==> config.mk <==
export PLATFORM = sky130hd
export DESIGN_NAME = regfile_write_scheduler
export DESIGN_NICKNAME = d
export VERILOG_FILES = /design/src/rtl/regfile_write_scheduler.sv
export SDC_FILE = /design/constraint.sdc
export NUM_CORES = 1
export LEC_CHECK = 0
export BUFFER_PORTS_ARGS = -buffer_cell sky130_fd_sc_hd__buf_2
export CAP_MARGIN = 20
export CORE_MARGIN = 2
export CORE_UTILIZATION = 40
export CTS_BUF_LIST = sky130_fd_sc_hd__clkbuf_8 sky130_fd_sc_hd__clkbuf_16
export DETAILED_ROUTE_END_ITERATION = 8
export HOLD_SLACK_MARGIN = 0.12
export PLACE_DENSITY_LB_ADDON = 0.1
export SETUP_SLACK_MARGIN = 0.1
export SKIP_LAST_GASP = 1
export SLEW_MARGIN = 20
export SYNTH_ARGS = -nofsm -noshare
export SYNTH_HDL_FRONTEND = slang
export SYNTH_SLANG_ARGS = --single-unit
==> constraint.sdc <==
create_clock -name Clk -period 8.05 [get_ports Clk]
set_input_delay 1.2075 -clock Clk [delete_from_list [all_inputs] [get_ports Clk]]
set_output_delay 1.2075 -clock Clk [all_outputs]
set_load 0.05 [all_outputs]
==> src/rtl/regfile_write_scheduler.sv <==
// regfile_write_scheduler: shares the register-file write port between
// pipeline writeback and the multiply/divide result path.
//
// Ports:
//   Clk, Rst               clock, synchronous active-high reset
//   WbRegWr/WbRW/WbBusW    pipeline writeback request (never stalled)
//   MdValid/MdReady        Md result handshake
//   MdRW/MdBusW            Md result destination and data
//   IssueValid/IssueReady  decode reserves IssueRW for a Md op
//   IssueRW                register being reserved
//   RA, RB / HazA, HazB    decode operand hazard lookup
//   StallPipe              head result starving, pipeline must bubble
//   WawErr                 pipeline wrote a still-pending register
//   RegWr/RW/BusW          registered register-file write port
module regfile_write_scheduler #(
  parameter int MAX_WAIT = 8
) (
  input  logic        Clk,
  input  logic        Rst,
  input  logic        WbRegWr,
  input  logic [4:0]  WbRW,
  input  logic [31:0] WbBusW,
  input  logic        MdValid,
  output logic        MdReady,
  input  logic [4:0]  MdRW,
  input  logic [31:0] MdBusW,
  input  logic        IssueValid,
  output logic        IssueReady,
  input  logic [4:0]  IssueRW,
  input  logic [4:0]  RA,
  input  logic [4:0]  RB,
  output logic        HazA,
  output logic        HazB,
  output logic        StallPipe,
  output logic        WawErr,
  output logic        RegWr,
  output logic [4:0]  RW,
  output logic [31:0] BusW
);

  localparam logic [8:0] MaxW = 9'(MAX_WAIT);

  // 2-entry FIFO, entry 0 is the head
  logic [4:0]  f_rw  [2];
  logic [31:0] f_dat [2];
  logic [1:0]  f_cnt;

  logic [31:0] pend_q;
  logic [7:0]  wait_q;
  logic        src_md_q;

  logic        wb_eff;
  logic        md_acc;
  logic        md_live;
  logic        fifo_ne;
  logic        sel_wb;
  logic        sel_fifo;
  logic        sel_byp;
  logic        pop;
  logic        push;
  logic        wr_idx;
  logic        iss_set;
  logic [31:0] set_mask;
  logic [31:0] clr_mask;
  logic [31:0] pend_d;
  logic        wait_inc;
  logic [8:0]  wait_sum;
  logic [7:0]  wait_d;
  logic        stall_d;

  assign MdReady    = !Rst && (f_cnt < 2'd2);
  assign IssueReady = !Rst && !pend_q[IssueRW];
  assign HazA       = pend_q[RA] && (RA != 5'd0);
  assign HazB       = pend_q[RB] && (RB != 5'd0);

  assign wb_eff  = WbRegWr && (WbRW != 5'd0);
  assign md_acc  = MdValid && MdReady;
  // r0 results are consumed but otherwise dropped
  assign md_live = md_acc && (MdRW != 5'd0);
  assign fifo_ne = (f_cnt != 2'd0);

  // mutually exclusive slot winners, Wb first
  assign sel_wb   = wb_eff;
  assign sel_fifo = !wb_eff && fifo_ne;
  assign sel_byp  = !wb_eff && !fifo_ne && md_live;

  assign pop  = sel_fifo;
  assign push = md_live && !sel_byp;
  // after an optional pop, the new entry lands behind what remains
  assign wr_idx = (f_cnt == 2'd1) && !pop;

  assign iss_set  = IssueValid && IssueReady
                  && (IssueRW != 5'd0);
  assign set_mask = 32'(iss_set) << IssueRW;
  // the edge that commits an Md write also releases its reservation
  assign clr_mask = 32'(RegWr && src_md_q) << RW;
  assign pend_d   = (pend_q & ~clr_mask) | set_mask;

  assign wait_inc = fifo_ne && !pop;
  assign wait_sum = {1'b0, wait_q} + 9'd1;
  assign stall_d  = wait_inc && (wait_sum >= MaxW);

  always_comb begin
    wait_d = 8'd0;
    if (wait_inc) begin
      // saturate so a very long wait cannot drop the stall
      if (wait_q == 8'hFF) wait_d = 8'hFF;
      else                 wait_d = wait_sum[7:0];
    end
  end

  always_ff @(posedge Clk) begin
    if (Rst) begin
      f_cnt <= 2'd0;
    end else begin
      if (pop) begin
        f_rw[0]  <= f_rw[1];
        f_dat[0] <= f_dat[1];
      end
      if (push) begin
        f_rw[wr_idx]  <= MdRW;
        f_dat[wr_idx] <= MdBusW;
      end
      f_cnt <= f_cnt + {1'b0, push}
                     - {1'b0, pop};
    end
  end

  always_ff @(posedge Clk) begin
    if (Rst) begin
      RegWr    <= 1'b0;
      RW       <= 5'd0;
      BusW     <= 32'd0;
      src_md_q <= 1'b0;
    end else begin
      unique case (1'b1)
        sel_wb: begin
          RegWr    <= 1'b1;
          RW       <= WbRW;
          BusW     <= WbBusW;
          src_md_q <= 1'b0;
        end
        sel_fifo: begin
          RegWr    <= 1'b1;
          RW       <= f_rw[0];
          BusW     <= f_dat[0];
          src_md_q <= 1'b1;
        end
        sel_byp: begin
          RegWr    <= 1'b1;
          RW       <= MdRW;
          BusW     <= MdBusW;
          src_md_q <= 1'b1;
        end
        default: begin
          RegWr    <= 1'b0;
          src_md_q <= 1'b0;
        end
      endcase
    end
  end

  always_ff @(posedge Clk) begin
    if (Rst) begin
      pend_q    <= 32'd0;
      wait_q    <= 8'd0;
      StallPipe <= 1'b0;
      WawErr    <= 1'b0;
    end else begin
      pend_q    <= {pend_d[31:1], 1'b0};
      wait_q    <= wait_d;
      StallPipe <= stall_d;
      WawErr    <= wb_eff && pend_q[WbRW];
    end
  end

endmodule

==> results.md, run 1 <==
- Outcome: finished, final reports clean
- Placed Cells: 1012
- Net switching power of the design: around 770 µW
- Synthesized netlist cell count: ~680
- Number of enable-type register cells in the synthesized netlist: 74
- Clock-pin slew reported for the worst setup and hold paths after clock tree synthesis: 0.06 ns
- Worst hold path type: flip-flop to flip-flop
- Logic depth of the worst setup path including buffers: 8
- Cts bufs inserted: 17
- Most frequent cell on the critical path: sky130_fd_sc_hd__buf_2
- Worst setup EP type: output port
- Cell with the most instances after synthesis: sky130_fd_sc_hd__o21ai_0
- Number of buffers inserted by port buffering: 137
- Number of distinct standard cells referenced by the synthesized netlist: 46
- Switching share of power: 32.96%
- Core area: around 0.019 mm²
- CTS H-tree lvls: 4
- Antenna violations before repair: 3
- Final-report max-slew violation count: 0
- Number of nets in the finished design: ~900
- Crit path max-delay family: buffers and inverters
- Number of design-rule violations left by the first detailed-router iteration: between 400 and 500
- Number of violations of the max-capacitance limit: 0
- Critical path peak fanout: 32
- Max transition margin: between 50% and 60%
- Largest cells by area after synthesis: sky130_fd_sc_hd__edfxtp_1, sky130_fd_sc_hd__dfxtp_1, sky130_fd_sc_hd__mux4_2, sky130_fd_sc_hd__o21ai_0, sky130_fd_sc_hd__a211oi_1
- Leakage component of the power: ~3.4 nW
- FF+latch count, synth: roughly 160
- Mean routed wirelength per cell: a little over 20 µm
- Fillers: 1766
- Cell type with the highest aggregate area in the netlist: sky130_fd_sc_hd__edfxtp_1
- R2r endpoint: f_dat[0][19]$_DFFE_PP_
- Depth of the most critical reg-to-reg path: 5
- Net count after synthesis: 776
- Congestion Overflow GR: 0
- Destination of the critical timing path: IssueReady
- Yosys synthesis warning count: 0
- Worst path slowest cell: sky130_fd_sc_hd__mux4_2
- Hold Buf Count CTS: 0
- Pin count of the biggest net entering global routing: between 60 and 70
- Worst Path Arrival: ~3.3 ns
- Part of the Yosys area used for sequential elements: between 50% and 60%
- Via count of the first global-routing pass: 6068
- Worst Setup Path Type: input pin to output port
- Post-route fraction of the period consumed by the critical path: a little under three fifths
- Detailed-router iteration count before antenna repair: 5
- Die height: around 140 µm
- Number of top-level pins: 138
- Final critical path time including I/O delays and setup: 4.539 ns
- Count of antenna-violating nets left after detailed routing: 0
- RSZ-0062 raised after global routing: no
- Cells resized by post-CTS repair: 0
- Worst clock skew: about 0.0080 ns
- Startpoint of the worst setup timing path: IssueRW[0]
- Footprint of the multi-input gates: about 0.0035 mm²
- Clock tree from TritonCTS: built
- Combinational Power Share: ~24%
- CP bufs+invs: 3
- Vias/cell: just under 6
- Post-CTS setup buffer count: 0
- Largest incremental delay on the critical path: between 0.5 and 0.6 ns
- HPWL after DPL: 14720 µm
- Peak supply drop: 0.1661 mV
- Final count of hold timing violations: 0
- Async SR Flop Fraction: 0%
- Final cell count without fillers: roughly 1000
- Area added between synthesis and finish: 19.74%
- Mapped Area: approximately 0.0076 mm²
- Highest clock frequency the design can meet: approximately 220 MHz
- Effective utilization at floorplan: between 40% and 50%
- Full die area: 0.02011 mm²
- Pwr/cell area: about 260 mW/mm²
- List of cells traversed by the critical path: buf_2, mux4_2, a22oi_1, o311a_1, nor4_4, buf_4, nor2_1, buf_2
- Final estimated routing congestion in global placement: 0.8866
- Beginning of the worst register-to-register path: f_cnt[1]$_SDFF_PP0_
- Total negative setup slack: 0 ns
- Reg2reg setup slack: roughly 5.2 ns
- Routed wire length: between 20000 and 25000 µm
- Required time worst endpoint: 6.84 ns
- Buffer cell driving the clock tree root: sky130_fd_sc_hd__clkbuf_16
- Max Root-Sink Buffers: 2
- Flip-flop cell with the highest count after synthesis: sky130_fd_sc_hd__dfxtp_1
- Number of setup violations in the final report: 0
- Power share of the clock group: between 30% and 40%
- Register share of total power: about two fifths
- Post-synthesis average cell area: 11.20 µm²
- Sinks on Clock Net: 156
- DIE WIDTH: ~140 µm
- Transition time at the pin with the least slew margin: 0.7321 ns
- Clock insertion delay at the later pin of the skew report: around 0.42 ns
- Routed vias: 6106
- Fraction of post-synthesis cell area in the top cell type by area: ~30%
- Setup crit start kind: input pin
- Layout cells sized above 1: between 20 and 30%
- Number of remaining DRC errors: 0
- Wire length of the first global-routing pass: roughly 33000 µm
- FF/Latch Area: slightly below 0.004 mm²
- Total number of placement rows: 50
- Internal power component: roughly 1.6 mW
- Commonest cells post-synth: sky130_fd_sc_hd__o21ai_0, sky130_fd_sc_hd__dfxtp_1, sky130_fd_sc_hd__edfxtp_1
- Total Routing Usage GR: around a fifth
## cells in the final DEF (no fill, tap or decap), drive strengths merged, types with 4 or more instances in the layout
master  netlist  layout
buf           8     149
o21ai        88      88
dfxtp        82      82
edfxtp       74      74
nor2         51      51
mux2         42      42
nand2        38      38
a211oi       37      37
or3          35      35
mux4         27      27
o211ai       25      25
clkbuf       40      23
mux2i        17      17
o31ai        16      16
a21oi        14      14
a22oi        12      12
inv           5      11
xnor2         7       7
nand2b        7       7
nand3         7       7
o311ai        7       7
and2          7       7
nor2b         4       4
nand3b        4       4
ha            4       4
## how the worst min path moves through the flow
stage | from | to | depth (start not counted)
floorplan | wait_q[0]$_SDFF_PP0_ | wait_q[0]$_SDFF_PP0_ | 1
global placement | wait_q[0]$_SDFF_PP0_ | wait_q[0]$_SDFF_PP0_ | 1
detailed placement | BusW[11]$_SDFFE_PP0P_ | BusW[11]$_SDFFE_PP0P_ | 2
CTS | BusW[11]$_SDFFE_PP0P_ | BusW[11]$_SDFFE_PP0P_ | 2
global route | BusW[16]$_SDFFE_PP0P_ | BusW[16]$_SDFFE_PP0P_ | 2
finish | BusW[11]$_SDFFE_PP0P_ | BusW[11]$_SDFFE_PP0P_ | 2
## layout make-up
| type | instances | share of cell area [%] |
|---|---|---|
| sequential | 156 | 42.49 |
| tap | 234 | 3.220 |
| inverter | 5 | 0.2064 |
| timing repair buffer | 149 | 8.613 |
| clock buffer | 23 | 6.081 |
| clock inverter | 9 | 0.5779 |
| antenna | 1 | 0.02752 |
| multi-input combinational | 469 | 38.79 |
## worst register-to-register path, cell delays in order, from the launching register on
cell and delay [ns]:
sky130_fd_sc_hd__dfxtp_1 0.42, sky130_fd_sc_hd__inv_1 0.14, sky130_fd_sc_hd__nand2_1 0.46, sky130_fd_sc_hd__and2_1 0.37, sky130_fd_sc_hd__a21o_1 0.65, sky130_fd_sc_hd__buf_4 0.44
## stage by stage
stage | util, % | worst slack [ns] | hold slack (ns) | instance area (µm²) | total power [mW]
floorplan | - | 1.415 | 0.4501 | 7595 | 1.371
detailed placement | 45.44 | 3.515 | 0.4907 | 8471 | 1.551
global placement | 45.44 | 3.543 | 0.4715 | 8471 | 1.540
CTS | 48.68 | 3.514 | 0.4996 | 9076 | 2.353
finish | 48.78 | 3.511 | 0.4976 | 9094 | 2.338
global route | 48.77 | 3.400 | 0.5222 | 9091 | 2.440
## state kept, by name, summed over array words and instances (netlist names)
register   cells
BusW          32
RegWr          1
pend_q        31
StallPipe      1
f_dat         64
WawErr         1
wait_q         8
src_md_q       1
f_rw          10
f_cnt          2
RW             5
## kinds of logic after synthesis
logic type	Yosys count	synth area share, %
AND/OR/NAND/NOR	168	11.00
AO/OA/AOI/OAI	203	17.05
adder cells (fa/ha/maj)	4	0.6590
XOR/XNOR	8	0.9226
multiplexers	86	16.47
buffers and inverters	53	3.015
flip-flops	156	50.87
## metal layers
metal / vias up / global-route usage [%] / part of all wire [%]
li1: 2856 / - / -
met1: 3012 / 26.15 / 42
met2: 207 / 37.38 / 50
met3: 25 / 5.366 / 6.2
met4: 6 / 6.000 / 1.2
met5: - / 0 / 0.19
## power groups by stage
stage               clock, mW  combinational [mW]  sequential [mW]
finish                  0.799               0.569            0.969
global route            0.842               0.619            0.978
CTS                     0.816               0.567            0.970
detailed placement          0               0.565            0.985
global placement            0               0.557            0.983
floorplan                   0               0.275             1.10
No activity file was read; power rests on OpenSTA's default activity.
==> run 2: changes to the inputs <==
- clock period: 8.05 -> 4.5 ns (I/O delays scaled with it)
==> run 2 against run 1 <==
Compared with the run above:
- sequential share of layout area shrank 0.36 points
- clock skew rose by 0.0037 ns
- sequential power rose by 79%
- via count hardly changed
- routed wire length up 1.9%
- critical path depth shrank 1
- first-iteration DRC count up 11%
- clock power rose by 98%
- non-clock buffer count is the same
==> results.md, run 2 (synthesized netlist as in run 1, its figures left out) <==
- Max transition margin: 38.34% (-13 points)
- Hold Buf Count CTS: 0 (unchanged)
- Worst setup EP type: output port
- Number of violations of the max-capacitance limit: 0 (unchanged)
- Top register by number of flip-flops: f_dat
- Core area: 0.01864 mm² (unchanged)
- RSZ-0062 raised after global routing: no
- Total negative setup slack: 0 ns (unchanged)
- Pwr/cell area: 472.1 mW/mm² (+84%)
- Number of top-level pins: 138 (unchanged)
- Clock tree from TritonCTS: built
- Routed wire length: 21640 µm (+1.9%)
- Switching share of power: 32.40% (-0.56 points)
- Antenna violations before repair: 3 (unchanged)
- Register share of total power: 40.1% (-1.4 points)
- Worst hold path type: input pin to flip-flop
- Effective utilization at floorplan: 40.74% (unchanged)
- Number of nets in the finished design: 896 (unchanged)
- Worst clock skew: 0.01171 ns (+0.003695 ns)
- Vias/cell: 5.838 (about the same)
- Highest clock frequency the design can meet: about 300 MHz
- Clock insertion delay at the later pin of the skew report: 0.43 ns (about the same)
- Final-report max-slew violation count: 0 (unchanged)
- CTS H-tree lvls: 4 (unchanged)
- Commonest non-fill, non-tap cells in the layout: sky130_fd_sc_hd__buf_2, sky130_fd_sc_hd__o21ai_0, sky130_fd_sc_hd__dfxtp_1
- Buffer cell driving the clock tree root: sky130_fd_sc_hd__clkbuf_16
- Critical path peak fanout: 23 (-28%)
- Number of design-rule violations left by the first detailed-router iteration: 458 (+11%)
- Detailed-router iteration count before antenna repair: 5 (unchanged)
- Peak supply drop: 0.2875 mV (+73%)
- Routed vias: 6107 (+0.016%)
- Mean routed wirelength per cell: 20.69 µm (+1.9%)
- Number of setup violations in the final report: 0 (unchanged)
- Internal power component: 2.927 mW (+87%)
- Cells resized by post-CTS repair: 0 (unchanged)
- Outcome: finished, final reports clean
- Number of remaining DRC errors: 0 (unchanged)
- Number of flip-flops under the largest register name: 64 (unchanged)
- Count of antenna-violating nets left after detailed routing: 0 (unchanged)
- Sinks on Clock Net: 156 (unchanged)
- Required time worst endpoint: 3.83 ns (-3.01 ns)
- Final count of hold timing violations: 0 (unchanged)
- Pin count of the biggest net entering global routing: 65 (-4.4%)
- Full die area: 0.02011 mm² (unchanged)
- Number of buffers inserted by port buffering: 137 (unchanged)
- Combinational Power Share: 23.5% (-0.8 points)
- Largest registers: f_dat: 64 flops, BusW: 32 flops, pend_q: 31 flops
- Transition time at the pin with the least slew margin: 0.9227 ns (+0.1906 ns)
- HPWL after DPL: 15280 µm (+3.8%)
- Clock-pin slew reported for the worst setup and hold paths after clock tree synthesis: 0.06 ns (about the same)
- Share of the core filled with cells: 49.19% (+0.42 points)
- Worst Path Arrival: 2.61 ns (-0.72 ns)
- Total Routing Usage GR: 21.83% (+0.49 points)
- Worst Setup Path Type: input pin to output port
- Final estimated routing congestion in global placement: 0.8972 (+1.2%)
- Final critical path time including I/O delays and setup: approximately 3.3 ns
- DIE WIDTH: 141.8 µm (unchanged)
- Max Root-Sink Buffers: 2 (unchanged)
- Total number of placement rows: 50 (unchanged)
- Die height: 141.8 µm (unchanged)
- Area added between synthesis and finish: 20.76%
- Cts bufs inserted: 17 (unchanged)
- Leading cell type in the layout, fill and taps excluded: sky130_fd_sc_hd__buf_2
- Via count of the first global-routing pass: 5976 (-1.5%)
- Net switching power of the design: 1.403 mW (+82%)
- Layout cells sized above 1: 29.22% (+0.12 points)
- Post-CTS setup buffer count: 0 (unchanged)
- Power share of the clock group: 36.4% (+2.2 points)
- Congestion Overflow GR: 0 (unchanged)
- Setup crit start kind: input pin
- Wire length of the first global-routing pass: 33650 µm (+1.8%)
- Leakage component of the power: 3.363 nW (+0.25%)
- Post-route fraction of the period consumed by the critical path: roughly 73%
==> run 2: changes by cell type in the layout (fill, tap and decap cells not counted), moves of 2 or more <==
| cell | before | now |
|---|---|---|
| sky130_fd_sc_hd__inv_1 | 8 | 6 |
| sky130_fd_sc_hd__clkbuf_16 | 21 | 17 |
| sky130_fd_sc_hd__buf_12 | 0 | 3 |
| sky130_fd_sc_hd__inv_4 | 3 | 0 |
| sky130_fd_sc_hd__clkbuf_8 | 2 | 0 |
| sky130_fd_sc_hd__inv_6 | 0 | 2 |
| sky130_fd_sc_hd__bufinv_16 | 0 | 5 |
| sky130_fd_sc_hd__buf_4 | 11 | 9 |
==> run 2: cell type report <==
cell class / instances / area (µm²)
inverters: 5 / 18.77
flip-flops and latches: 156 / 3864
clock buffers: 17 / 425.4
fillers: 1687 / 9472
multi-input cells: 469 / 3536
well taps: 234 / 292.8
repair buffers: 149 / 813.3
clock inverters: 15 / 219.0
diodes: 1 / 2.502
==> run 2: stage by stage <==
stage	total power [mW]	worst slack, ns	hold slack, ns	instances	instance area (µm²)
floorplan	2.456	0.7961	0.4501	678	7610
global placement	2.780	1.229	0.4613	1013	8524
detailed placement	2.793	1.152	0.4881	1013	8524
CTS	4.373	1.229	0.4295	1045	9169
global route	4.519	1.130	0.4415	1045	9169
finish	4.330	1.213	0.4453	1046	9171
==> run 2: worst max-delay path, cell delays in order <==
cell and delay (ns):
sky130_fd_sc_hd__buf_2 0.44, sky130_fd_sc_hd__mux4_2 0.58, sky130_fd_sc_hd__a22oi_1 0.20, sky130_fd_sc_hd__o311a_1 0.23, sky130_fd_sc_hd__nor4_4 0.05, sky130_fd_sc_hd__nor2_1 0.13, sky130_fd_sc_hd__buf_2 0.28
==> run 2: worst paths after layout <==
| check | startpoint | to | slack (ns) | cells after the start |
|---|---|---|---|---|
| max | IssueRW[0] | IssueReady | 1.21 | 7 |
| min reg2reg | wait_q[0]$_SDFF_PP0_ | wait_q[0]$_SDFF_PP0_ | 0.50 | 1 |
| max reg2reg | f_cnt[1]$_SDFF_PP0_ | f_rw[0][1]$_DFFE_PP_ | 1.89 | 5 |
| min | MdBusW[11] | f_dat[1][11]$_DFFE_PP_ | 0.45 | 1 |
==> run 2: routing by layer <==
layer | GRT usage, % | up-vias | part of all wire, % | routed length (µm)
li1 | - | 2862 | - | -
met1 | 27.77 | 2974 | 43 | 9310
met2 | 36.31 | 223 | 49 | 10540
met3 | 4.624 | 44 | 5.2 | 1132
met4 | 9.053 | 4 | 2.9 | 622
met5 | 0 | - | 0.12 | 27
==> run 2: power groups by stage <==
| stage | Sequential [mW] | Clock (mW) | Combinational, mW |
|---|---|---|---|
| after global placement | 1.76 | 0 | 1.02 |
| after detailed placement | 1.77 | 0 | 1.03 |
| after CTS | 1.74 | 1.60 | 1.03 |
| after global routing | 1.75 | 1.66 | 1.11 |
| after floorplan | 1.96 | 0 | 0.496 |
| final | 1.73 | 1.58 | 1.02 |
==> run 3: changes to the inputs <==
- ABC_AREA: unset -> 1
- clock period: 4.5 -> 2.88 ns (I/O delays scaled with it)
==> run 3 against run 2 <==
Compared with the run above:
- sequential cell count did not move
- power is 68% higher
- clock power increased by 35%
- critical path depth rose by 6
- via count is 14% higher
- count of clock-buffer cells in the layout rose by 4
- sequential share of layout area fell by 0.54 points
- sequential power is 67% higher
- routed wire length grew 6.7%
- register-to-register slack got worse by 1.0 ns
- cell area grew 1.3%
- critical path type unchanged
- largest power group unchanged
- highest routed layer is now met4
==> results.md, run 3 <==
- Vias/cell: 5.278 (-9.6%)
- Worst setup EP type: output port
- Peak supply drop: 0.5111 mV (+78%)
- Top register by number of flip-flops: f_dat
- Hold Startpoint: MdBusW[29]
- Number of flip-flops under the largest register name: 64 (unchanged)
- Synthesized netlist cell count: 930 (+37%)
- Effective utilization at floorplan: 41.08% (+0.34 points)
- Total negative setup slack: 0 ns (unchanged)
- Synth Area in Compound Gates: 22.09% (+5.0 points)
- FF/Latch Area: 0.003864 mm² (unchanged)
- Layout cells sized above 1: 21.37% (-7.8 points)
- Largest cells by area after synthesis: sky130_fd_sc_hd__edfxtp_1, sky130_fd_sc_hd__dfxtp_1, sky130_fd_sc_hd__o21ai_0, sky130_fd_sc_hd__a21oi_1, sky130_fd_sc_hd__nand2_1
- Required time worst endpoint: 2.45 ns (-1.38 ns)
- DIE WIDTH: 143.3 µm (+1.1%)
- HPWL after DPL: 15900 µm (+4.1%)
- Pin count of the biggest net entering global routing: 58 (-11%)
- Number of distinct standard cells referenced by the synthesized netlist: 41 (-11%)
- Cells resized by post-CTS repair: 0 (unchanged)
- Leading cell type in the layout, fill and taps excluded: sky130_fd_sc_hd__nand2_1
- Area added between synthesis and finish: 19.72%
- Congestion Overflow GR: 0 (unchanged)
- Sinks on Clock Net: 156 (unchanged)
- Fraction of post-synthesis cell area in the top cell type by area: 28.63% (-0.63 points)
- Total Routing Usage GR: 22.52% (+0.69 points)
- Full die area: 0.02053 mm² (+2.1%)
- Clock-pin slew reported for the worst setup and hold paths after clock tree synthesis: 0.06 ns (about the same)
- Number of design-rule violations left by the first detailed-router iteration: 514 (+12%)
- Main combinational cell family by area after synthesis: compound AO/OA/AOI/OAI gates
- Max transition margin: 43.34% (+5.0 points)
- Net count after synthesis: 1028 (+32%)
- Post-synthesis mux area share: 2.467% (-14 points)
- Worst clock skew: 0.01413 ns (+0.002421 ns)
- Number of setup violations in the final report: 0 (unchanged)
- Cell with the most instances after synthesis: sky130_fd_sc_hd__nand2_1
- Core area: 0.01889 mm² (+1.3%)
- Yosys synthesis warning count: 0 (unchanged)
- Worst Path Arrival: 2.02 ns (-0.59 ns)
- Fraction of synthesized cell area in xor and xnor cells: 0.4514% (-0.47 points)
- Via count of the first global-routing pass: 6473 (+8.3%)
- Wire length of the first global-routing pass: 35380 µm (+5.1%)
- Post-route fraction of the period consumed by the critical path: 85.09%
- Outcome: finished, final reports clean
- Transition time at the pin with the least slew margin: 0.8421 ns (-0.08054 ns)
- Antenna violations before repair: 1 (-2)
- Final-report max-slew violation count: 0 (unchanged)
- Number of top-level pins: 138 (unchanged)
- Number of remaining DRC errors: 0 (unchanged)
- Flip-flop cell with the highest count after synthesis: sky130_fd_sc_hd__dfxtp_1
- Cell type with the highest aggregate area in the netlist: sky130_fd_sc_hd__edfxtp_1
- Post-synthesis average cell area: 8.345 µm² (-25%)
- Pwr/cell area: 782.3 mW/mm² (+66%)
- Routed wire length: 23080 µm (+6.7%)
- Simple logic cell fraction of the synthesized area: 17.22% (+6.2 points)
- Final critical path time including I/O delays and setup: between 2 and 2.5 ns
- Beginning of the worst register-to-register path: f_cnt[1]$_SDFF_PP0_
- Detailed-router iteration count before antenna repair: 4 (-1)
- Die height: 143.3 µm (+1.1%)
- Mapped Area: 0.007761 mm² (+2.2%)
- Total number of placement rows: 50 (unchanged)
- Share of the core filled with cells: 49.18% (about the same)
- Final estimated routing congestion in global placement: 0.9608 (+7.1%)
- Async SR Flop Fraction: 0% (unchanged)
- Fillers: 1929 (+14%)
- Commonest non-fill, non-tap cells in the layout: sky130_fd_sc_hd__nand2_1, sky130_fd_sc_hd__o21ai_0, sky130_fd_sc_hd__buf_2
- Final Worst Setup Slack: 0.4295 ns (-0.7833 ns)
- Critical path peak fanout: 21 (-8.7%)
- Post-CTS setup buffer count: 0 (unchanged)
- Number of enable-type register cells in the synthesized netlist: 74 (unchanged)
- Worst hold path type: input pin to flip-flop
- Cts bufs inserted: 17 (unchanged)
- Cell area after layout: 0.009291 mm² (+1.3%)
- Clock insertion delay at the later pin of the skew report: 0.42 ns (about the same)
- Mean routed wirelength per cell: 17.44 µm (-16%)
- Reg2reg setup slack: 0.87 ns (-1.02 ns)
- Footprint of the multi-input gates: 0.003342 mm² (-5.5%)
- RSZ-0062 raised after global routing: no
- Post-synthesis share of cell area spent on full adders, half adders and majority gates: 0.6448% (-0.014 points)
- Final count of hold timing violations: 0 (unchanged)
- Post-place setup slack: 0.4418 ns (-0.7104 ns)
- Commonest cells post-synth: sky130_fd_sc_hd__nand2_1, sky130_fd_sc_hd__o21ai_0, sky130_fd_sc_hd__a21oi_1
- Highest clock frequency the design can meet: ~410 MHz
- Worst Setup Path Type: input pin to output port
- Max Root-Sink Buffers: 2 (unchanged)
- FF+latch count, synth: 156 (unchanged)
- Routed vias: 6983 (+14%)
- Part of the Yosys area used for sequential elements: 49.78% (-1.1 points)
- Largest registers: f_dat: 64 flops, BusW: 32 flops, pend_q: 31 flops
- Clock tree from TritonCTS: built
- Setup crit start kind: input pin
- Leakage component of the power: 3.782 nW (+12%)
- Count of antenna-violating nets left after detailed routing: 0 (unchanged)
- Number of violations of the max-capacitance limit: 0 (unchanged)
- Number of buffers inserted by port buffering: 137 (unchanged)
- Hold Buf Count CTS: 0 (unchanged)
- Startpoint of the worst setup timing path: IssueRW[0]
- CTS H-tree lvls: 4 (unchanged)
- Buffer cell driving the clock tree root: sky130_fd_sc_hd__clkbuf_16
- Number of nets in the finished design: 1147 (+28%)
- DP Area: 0.008721 mm² (+2.3%)
run 3: final timing paths:
kind | cells after the start | endpoint
max | 13 | IssueReady
min | 1 | f_dat[1][29]$_DFFE_PP_
max reg2reg | 10 | f_cnt[1]$_SDFF_PP0_
min reg2reg | 2 | pend_q[5]$_SDFF_PP0_
run 3: layer usage:
metal	GRT usage, %	vias up	wire [µm]	share of wire [%]
met4	9.030	0	564	2.4
met1	30.07	3224	10240	44
met3	4.665	40	1512	6.6
met5	0	-	0	0
li1	-	3487	-	-
met2	35.91	232	10760	47
run 3: critical path, cell delays in order:
cell	delay, ns
sky130_fd_sc_hd__buf_2	0.32
sky130_fd_sc_hd__inv_2	0.19
sky130_fd_sc_hd__nor2_2	0.25
sky130_fd_sc_hd__nand2_1	0.09
sky130_fd_sc_hd__nand2_1	0.07
sky130_fd_sc_hd__nand2_1	0.04
sky130_fd_sc_hd__nand2_1	0.07
sky130_fd_sc_hd__inv_1	0.03
sky130_fd_sc_hd__nand2_1	0.07
sky130_fd_sc_hd__nand2_1	0.08
sky130_fd_sc_hd__nand3_4	0.12
sky130_fd_sc_hd__inv_1	0.04
sky130_fd_sc_hd__buf_2	0.20
run 3: per-stage QoR:
step | hold slack [ns] | std cells | power, mW
CTS | 0.1819 | 1322 | 7.336
global placement | 0.4617 | 1290 | 5.178
global route | 0.1820 | 1322 | 7.620
finish | 0.2004 | 1323 | 7.269
floorplan | 0.4539 | 930 | 4.492
detailed placement | 0.4692 | 1290 | 5.192
run 3: cells by family (layout without fill, tap and decap cells):
family          after synthesis  in the layout
simple gates                286            286
mux                          17             17
xor+xnor                      4              4
fa+ha+maj                     4              4
compound gates              321            321
flops                       156            156
buf+inv                     142            274
other cells                   0              1
run 3: layout make-up:
cell class                 count  share of cell area, %
sequential                   156                  41.58
timing repair buffer         153                  9.211
tap                          260                  3.501
clock inverter                11                 0.5790
inverter                      89                  3.595
multi-input combinational    632                  35.97
antenna                        1                0.02693
clock buffer                  21                  5.535
run 3: power breakdown:
group	switching, mW	internal (mW)	total (mW)
logic	1.66	0.576	2.23
clock network	0.881	1.26	2.14
registers	0.188	2.71	2.89
total	2.73	4.54	7.27
